**src/rtl/ppu_render_sequencer_pkg.sv**
```systemverilog
// ppu_pkg: shared types and constants for the PPU render sequencer.
//   render_state_t  - frame sequencer states
//   SCREEN_ROWS     - visible scanlines per frame
//   TILE_W          - pixel step of curr_col per tile load
//   NES_WIDTH       - visible screen width in pixels
//   first_tile_col  - starting column for a given fine scroll
//   last_tile_col   - column of the final tile in a row for a given fine scroll
package ppu_pkg;

    typedef enum logic [2:0] {
        ST_IDLE,
        ST_ISSUE,
        ST_ACK,
        ST_WAIT,
        ST_NEXT,
        ST_VBL
    } render_state_t;

    localparam int unsigned SCREEN_ROWS = 240;
    localparam int unsigned TILE_W      = 8;
    localparam int unsigned NES_WIDTH   = 256;

    // Row starts fx pixels left of the screen edge (9-bit two's complement).
    function automatic logic [8:0] first_tile_col(input logic [2:0] fx);
        return 9'd0 - {6'd0, fx};
    endfunction

    // With no fine scroll the row is exactly 32 tiles; any non-zero scroll
    // needs a 33rd tile to cover the right edge.
    function automatic logic [8:0] last_tile_col(input logic [2:0] fx,
                                                 input int unsigned tile_w);
        if (fx == 3'd0) begin
            return 9'(NES_WIDTH - tile_w);
        end
        return 9'(NES_WIDTH) - {6'd0, fx};
    endfunction

endpackage

```
**src/rtl/ppu_render_sequencer_if.sv**
```systemverilog
// ppu_render_sequencer_if: tile-load handshake between the render sequencer
// and ppu_vram_load_fsm.
//   load_start - one-cycle start pulse (sequencer -> loader)
//   load_busy  - loader busy (loader -> sequencer)
//   curr_row   - row presented to the loader
//   curr_col   - column presented to the loader (two's complement)
interface ppu_render_sequencer_if;

    logic       load_start;
    logic       load_busy;
    logic [8:0] curr_row;
    logic [8:0] curr_col;

    modport master (
        output load_start,
        output curr_row,
        output curr_col,
        input  load_busy
    );

    modport slave (
        input  load_start,
        input  curr_row,
        input  curr_col,
        output load_busy
    );

endinterface

```
**src/rtl/ppu_cycle_counter.sv**
```systemverilog
// ppu_cycle_counter: loadable down-counter with terminal-count flag.
//   clk, rst   - clock, synchronous active-high reset (count -> 0)
//   load       - load load_value (takes priority over en)
//   en         - decrement by one, saturating at zero
//   load_value - value loaded on load
//   count      - current count
//   tc         - high while count is zero
module ppu_cycle_counter #(
    parameter int unsigned WIDTH = 12
) (
    input  logic             clk,
    input  logic             rst,
    input  logic             load,
    input  logic             en,
    input  logic [WIDTH-1:0] load_value,
    output logic [WIDTH-1:0] count,
    output logic             tc
);

    always_ff @(posedge clk) begin
        if (rst) begin
            count <= '0;
        end else if (load) begin
            count <= load_value;
        end else if (en && (count != '0)) begin
            count <= count - 1'b1;
        end
    end

    assign tc = (count == '0);

endmodule

```
**src/rtl/ppu_render_sequencer.sv**
```systemverilog
// ppu_render_sequencer: frame-level controller walking ppu_vram_load_fsm
// tile by tile across the visible screen, then running vblank with NMI.
//   clk, rst       - clock, synchronous active-high reset
//   enable         - rendering enable
//   ppu_ctrl1      - bit 7 enables NMI
//   fine_x         - horizontal fine scroll, latched at frame start
//   ld             - loader handshake (load_start/load_busy/curr_row/curr_col)
//   cpu_vram_req   - CPU wants the VRAM write port
//   cpu_vram_grant - CPU may write VRAM this cycle (IDLE or VBL only)
//   status_read    - CPU status read; clears vblank
//   vblank, nmi    - vblank flag and NMI request level
//   frame_done     - one-cycle pulse at end of the last visible tile
//   load_error     - sticky loader-timeout flag
module ppu_render_sequencer
    import ppu_pkg::*;
#(
    parameter int unsigned SCREEN_ROWS   = ppu_pkg::SCREEN_ROWS,
    parameter int unsigned TILE_W        = ppu_pkg::TILE_W,
    parameter int unsigned VBLANK_CYCLES = 2048,
    parameter int unsigned LOAD_TIMEOUT  = 512
) (
    input  logic                   clk,
    input  logic                   rst,
    input  logic                   enable,
    input  logic [7:0]             ppu_ctrl1,
    input  logic [2:0]             fine_x,
    ppu_render_sequencer_if.master ld,
    input  logic                   cpu_vram_req,
    output logic                   cpu_vram_grant,
    input  logic                   status_read,
    output logic                   vblank,
    output logic                   nmi,
    output logic                   frame_done,
    output logic                   load_error
);

    localparam int unsigned WD_W = $clog2(LOAD_TIMEOUT + 1);
    localparam int unsigned VB_W = $clog2(VBLANK_CYCLES + 1);

    render_state_t state, state_n;
    logic [8:0]    row, row_n;
    logic [8:0]    col, col_n;
    logic [2:0]    fx_lat, fx_n;
    logic          vblank_n;
    logic          set_vblank, clr_vblank, err_set;
    logic          issue_c, done_c;
    logic          last_tile, last_row;

    logic            wd_load, wd_en, wd_tc;
    logic            vb_load, vb_en, vb_tc;
    logic [WD_W-1:0] wd_count_unused;
    logic [VB_W-1:0] vb_count_unused;
    logic            ctrl_unused;

    assign ctrl_unused = ^ppu_ctrl1[6:0];

    ppu_cycle_counter #(.WIDTH(WD_W)) u_watchdog (
        .clk        (clk),
        .rst        (rst),
        .load       (wd_load),
        .en         (wd_en),
        .load_value (WD_W'(LOAD_TIMEOUT - 1)),
        .count      (wd_count_unused),
        .tc         (wd_tc)
    );

    ppu_cycle_counter #(.WIDTH(VB_W)) u_vblank_timer (
        .clk        (clk),
        .rst        (rst),
        .load       (vb_load),
        .en         (vb_en),
        .load_value (VB_W'(VBLANK_CYCLES - 1)),
        .count      (vb_count_unused),
        .tc         (vb_tc)
    );

    assign last_tile = (col == last_tile_col(fx_lat, TILE_W));
    assign last_row  = (row == 9'(SCREEN_ROWS - 1));

    always_ff @(posedge clk) begin
        if (rst) begin
            state      <= ST_IDLE;
            row        <= '0;
            col        <= '0;
            fx_lat     <= '0;
            vblank     <= 1'b0;
            nmi        <= 1'b0;
            load_error <= 1'b0;
        end else begin
            state  <= state_n;
            row    <= row_n;
            col    <= col_n;
            fx_lat <= fx_n;
            vblank <= vblank_n;
            // Registered from the next flag value so nmi tracks vblank edges
            // exactly and follows a ctrl1 write one cycle later.
            nmi    <= vblank_n & ppu_ctrl1[7];
            if (err_set) begin
                load_error <= 1'b1;
            end
        end
    end

    always_comb begin
        state_n    = state;
        row_n      = row;
        col_n      = col;
        fx_n       = fx_lat;
        set_vblank = 1'b0;
        clr_vblank = 1'b0;
        err_set    = 1'b0;
        issue_c    = 1'b0;
        done_c     = 1'b0;
        wd_load    = 1'b0;
        wd_en      = 1'b0;
        vb_load    = 1'b0;
        vb_en      = 1'b0;

        unique case (state)
            ST_IDLE: begin
                if (enable) begin
                    fx_n    = fine_x;
                    row_n   = '0;
                    col_n   = first_tile_col(fine_x);
                    state_n = ST_ISSUE;
                end
            end
            ST_ISSUE: begin
                issue_c = 1'b1;
                state_n = ST_ACK;
            end
            ST_ACK: begin
                wd_load = 1'b1;
                state_n = ST_WAIT;
            end
            ST_WAIT: begin
                if (!ld.load_busy) begin
                    state_n = ST_NEXT;
                end else if (wd_tc) begin
                    err_set = 1'b1;
                    state_n = ST_NEXT;
                end else begin
                    wd_en = 1'b1;
                end
            end
            ST_NEXT: begin
                if (last_tile && last_row) begin
                    done_c     = 1'b1;
                    set_vblank = 1'b1;
                    vb_load    = 1'b1;
                    row_n      = '0;
                    col_n      = first_tile_col(fx_lat);
                    state_n    = ST_VBL;
                end else if (!enable) begin
                    state_n = ST_IDLE;
                end else begin
                    if (last_tile) begin
                        row_n = row + 9'd1;
                        col_n = first_tile_col(fx_lat);
                    end else begin
                        col_n = col + 9'(TILE_W);
                    end
                    state_n = ST_ISSUE;
                end
            end
            ST_VBL: begin
                vb_en = 1'b1;
                if (vb_tc) begin
                    clr_vblank = 1'b1;
                    if (enable) begin
                        fx_n    = fine_x;
                        row_n   = '0;
                        col_n   = first_tile_col(fine_x);
                        state_n = ST_ISSUE;
                    end else begin
                        state_n = ST_IDLE;
                    end
                end
            end
            default: state_n = ST_IDLE;
        endcase

        // A new vblank beats a simultaneous status read.
        if (set_vblank) begin
            vblank_n = 1'b1;
        end else if (status_read || clr_vblank) begin
            vblank_n = 1'b0;
        end else begin
            vblank_n = vblank;
        end
    end

    // Pulses are masked by rst so a reset landing on ISSUE or the frame-end
    // NEXT cycle never leaks a start or done pulse.
    assign ld.load_start  = issue_c & ~rst;
    assign frame_done     = done_c & ~rst;
    assign ld.curr_row    = row;
    assign ld.curr_col    = col;
    assign cpu_vram_grant = cpu_vram_req & ((state == ST_IDLE) || (state == ST_VBL));

endmodule

```
**src/flat_wrapper.sv**
```systemverilog
// flat-port wrapper written by rule: the top's interface ports become plain ports
module ppu_render_sequencer_flat import ppu_pkg::*;
#(
    parameter int unsigned SCREEN_ROWS   = ppu_pkg::SCREEN_ROWS,
    parameter int unsigned TILE_W        = ppu_pkg::TILE_W,
    parameter int unsigned VBLANK_CYCLES = 2048,
    parameter int unsigned LOAD_TIMEOUT  = 512
)
  (clk, rst, enable, ppu_ctrl1, fine_x, cpu_vram_req, cpu_vram_grant, status_read, vblank, nmi, frame_done, load_error, ld_load_start, ld_curr_row, ld_curr_col, ld_load_busy);
  ppu_render_sequencer_if ld_i ();
  input  logic clk;
  input  logic rst;
  input  logic enable;
  input  logic [7:0] ppu_ctrl1;
  input  logic [2:0] fine_x;
  input  logic cpu_vram_req;
  output logic cpu_vram_grant;
  input  logic status_read;
  output logic vblank;
  output logic nmi;
  output logic frame_done;
  output logic load_error;
  output wire logic [$bits(ld_i.load_start)-1:0] ld_load_start;
  output wire logic [$bits(ld_i.curr_row)-1:0] ld_curr_row;
  output wire logic [$bits(ld_i.curr_col)-1:0] ld_curr_col;
  input wire logic [$bits(ld_i.load_busy)-1:0] ld_load_busy;
  assign ld_load_start = ld_i.load_start;
  assign ld_curr_row = ld_i.curr_row;
  assign ld_curr_col = ld_i.curr_col;
  assign ld_i.load_busy = ld_load_busy;
  ppu_render_sequencer #(.SCREEN_ROWS(SCREEN_ROWS), .TILE_W(TILE_W), .VBLANK_CYCLES(VBLANK_CYCLES), .LOAD_TIMEOUT(LOAD_TIMEOUT)) u_core (.clk(clk), .rst(rst), .enable(enable), .ppu_ctrl1(ppu_ctrl1), .fine_x(fine_x), .ld(ld_i), .cpu_vram_req(cpu_vram_req), .cpu_vram_grant(cpu_vram_grant), .status_read(status_read), .vblank(vblank), .nmi(nmi), .frame_done(frame_done), .load_error(load_error));
endmodule
```
**config.mk**
```make
export PLATFORM = sky130hd
export DESIGN_NAME = ppu_render_sequencer_flat
export DESIGN_NICKNAME = d
export VERILOG_FILES = /design/src/rtl/ppu_render_sequencer_pkg.sv /design/src/rtl/ppu_render_sequencer_if.sv /design/src/rtl/ppu_cycle_counter.sv /design/src/rtl/ppu_render_sequencer.sv /design/src/flat_wrapper.sv
export SDC_FILE = /design/constraint.sdc
export NUM_CORES = 1
export LEC_CHECK = 0
export CAP_MARGIN = 20
export CORE_MARGIN = 2
export CORE_UTILIZATION = 55
export CTS_BUF_LIST = sky130_fd_sc_hd__clkbuf_4 sky130_fd_sc_hd__clkbuf_8
export DETAILED_ROUTE_END_ITERATION = 6
export PLACE_DENSITY = 0.83
export SLEW_MARGIN = 25
export SYNTH_ARGS = -nofsm -noshare
export SYNTH_HDL_FRONTEND = slang
export SYNTH_SLANG_ARGS = --single-unit
```
**constraint.sdc**
```tcl
create_clock -name clk -period 7.5 [get_ports clk]
set_input_delay 0.75 -clock clk [delete_from_list [all_inputs] [get_ports clk]]
set_output_delay 0.75 -clock clk [all_outputs]
set_load 0.01 [all_outputs]
```
==> qor.txt <==
largest net degree at the start of global routing: 50
GRT Total Usage: 0.218
R2R cell count: 10
First-pass DRT Iterations: 4
Vias per Instance: 5.82
clock skew: 13.0 ps
Post-Place Setup Slack: 3920 ps
Startpoint Class: register
worst hold margin: 499 ps
worst path required time: 6750 ps
worst flop-to-flop path endpoint: u_core.ld.curr_row[6]
Hold Buf Count CTS: 0
Initial Util: 0.575
post-CTS sizing: 0
Rows: 25
detailed placement HPWL: 3880 um
Net Count, Synth: 344
Non-Filler Instances: 408
grt ovf: 0
leakage power: 1.12 nW
post-layout net count: 366
CP Max Fanout: 15
Clock Sinks: 49
Critical Path Source: u_core.fx_lat[0]
final worst slack: 3570 ps
# setup viols final: 0
HP Class: register to register
Antenna Nets Post-Route: 0
initial antenna violation count: 0
max cap viols: 0
R2R setup slack: 4660 ps
via count: 2374
Post-synth top cells: 49 x dfxtp_1, 31 x nor2_1, 27 x nand2_1, 25 x a21oi_1, 15 x inv_1
CTS max path bufs: 2
Fin. Hold Viols: 0
top cell type's share of synthesized area: 0.356
EDFF count, synth: 0
die footprint: 0.00559 sq mm
WL/cell: 13.9 um
first-pass GRT wire length: 9590 um
clock-pin slew on the worst setup and hold paths: 90 ps
Clock Latency Late Sink: 300 ps
Post-Syn Area: 0.00275 sq mm
routability cong.: 0.885
ant diodes: 0
DR iter-0 viols: 150
arrival time of the worst setup path: 3180 ps
share of cells above drive strength 1: 0.0733
Clock H-tree levels: 2
DP Cell Count: 401
# port buffers: 33
Worst Max-Slew Pin Slew: 772 ps
CP Capture Type: output pin
syn_area_per_cell: 8.63 sq um
Setup CP Type: register to output pin
TritonCTS buffer count: 5
TritonCTS clock tree: done
setup TNS: 0 ps
Fill cells: 398
worst setup path end: frame_done
Tcrit/Tclk final: 0.524
drt drc: 0
Chip Width: 74.7 um
most common cell in the synthesized netlist: dfxtp_1
fin crit period: 3930 ps
status: complete, no violations
RSZ-0062 raised after global routing: no
post-synth top area cell: dfxtp_1
synthesis-stage register bit count: 49
buffer count from post-CTS setup fixing: 0
vias in the first global route: 2192
Synth-to-Final Area Change: 15.3%
CORE AREA: 0.00479 sq mm
reg-to-reg startpoint: u_core.fx_lat[0]
post-synth cell types: 51
Die Y: 74.7 um
Slew Limit Fails: 0
Ys Warns: 0
synthesized netlist cell count: 319
pwr dens: 209 mW/mm^2
share of synthesized registers carrying an async set or reset: 0
CTS root buf: clkbuf_8
Worst slew margin: 0.484
I/O pin total: 41
Peak Freq: 0.254 GHz
Seq/Total Area, Yosys: 0.356
VDD IR max: 147 uV
Main synth FF type: dfxtp_1
Tot Pwr: 0.000663 W
top cells by area, synth: dfxtp_1 36%, a21oi_1 4.5%, nor2_1 4.2%
WL final: 5670 um
## logic make-up after synthesis
kind of cell | synth area share
DFF | 0.356
adders and majority gates | 0.0364
muxes | 0.0186
buffers and inverters | 0.0614
AOI/OAI and AO/OA | 0.188
xor gates and xnor gates | 0.0795
and+or+nand+nor | 0.260
## per-stage QoR
stage                     cell area, sq um  utilization
after floorplan                       2750            -
after global placement                3060        0.640
after detailed placement              3060        0.640
after CTS                             3170        0.662
after global routing                  3170        0.663
final                                 3170        0.663
## placed cells by master, fill, tap and decap left out, types with 4 or more instances in the layout
cell	n
a21oi_1	25
a221oi_2	4
a311oi_1	8
a31oi_1	6
and3_1	14
clkbuf_8	5
clkdlybuf4s50_1	32
dfxtp_1	49
ha_1	8
inv_1	15
mux2i_1	4
nand2_1	27
nand2b_1	6
nand3_1	9
nand3b_1	6
nor2_1	31
nor3_1	7
o21ai_0	6
xnor2_1	13
xor2_1	12
## worst max-delay path, cell delays in order (launching register included)
cell,delay (ps)
dfxtp_1,510
inv_1,80
ha_1,200
ha_1,240
nor4b_1,260
a22oi_1,170
a211oi_2,270
nand2_1,380
nor2_1,200
clkdlybuf4s50_1,550
## where the power goes
group / total [W] / switching (W) / leakage (nW) / internal (W)
logic: 0.000165 / 0.0000872 / 0.671 / 0.0000781
clock network: 0.000185 / 0.0000877 / 0.0540 / 0.0000971
registers: 0.000313 / 0.0000297 / 0.399 / 0.000283
total: 0.000663 / 0.000205 / 1.12 / 0.000458
## cell type report
type | instances | area, sq um | share of cell area
multi-input cells | 235 | 1610 | 0.507
inverters | 15 | 56.3 | 0.0177
repair buffers | 35 | 340 | 0.107
clock inverters | 2 | 35.0 | 0.0110
flip-flops and latches | 49 | 981 | 0.309
clock buffers | 5 | 68.8 | 0.0217
well taps | 67 | 83.8 | 0.0264
## layer usage
| layer | share of wire | up-vias | global-route usage |
|---|---|---|---|
| met1 | 0.46 | 1120 | 0.284 |
| li1 | - | 1183 | - |
| met4 | 0.0090 | 0 | 0.0655 |
| met5 | 0 | - | 0 |
| met2 | 0.49 | 63 | 0.363 |
| met3 | 0.042 | 8 | 0.0469 |
## how the worst min path moves through the flow
stage | startpoint | endpoint | slack [ps] | cells after the start
floorplan | u_core.ld.curr_row[1] | u_core.ld.curr_row[1] | 500 | 2
global placement | u_core.load_error | u_core.load_error | 480 | 2
detailed placement | u_core.load_error | u_core.load_error | 480 | 2
CTS | u_core.ld.curr_row[1] | u_core.ld.curr_row[1] | 500 | 2
global route | u_core.load_error | u_core.load_error | 520 | 2
finish | u_core.ld.curr_row[1] | u_core.ld.curr_row[1] | 500 | 2
## registers in the layout, indices dropped and copies added, names as in the netlist, 3 cells and up
name                         cells
u_core.fx_lat                    3
u_core.ld.curr_col               9
u_core.ld.curr_row               9
u_core.state                     3
u_core.u_vblank_timer.count     12
u_core.u_watchdog.count         10
(Power assumes the default switching activity.)
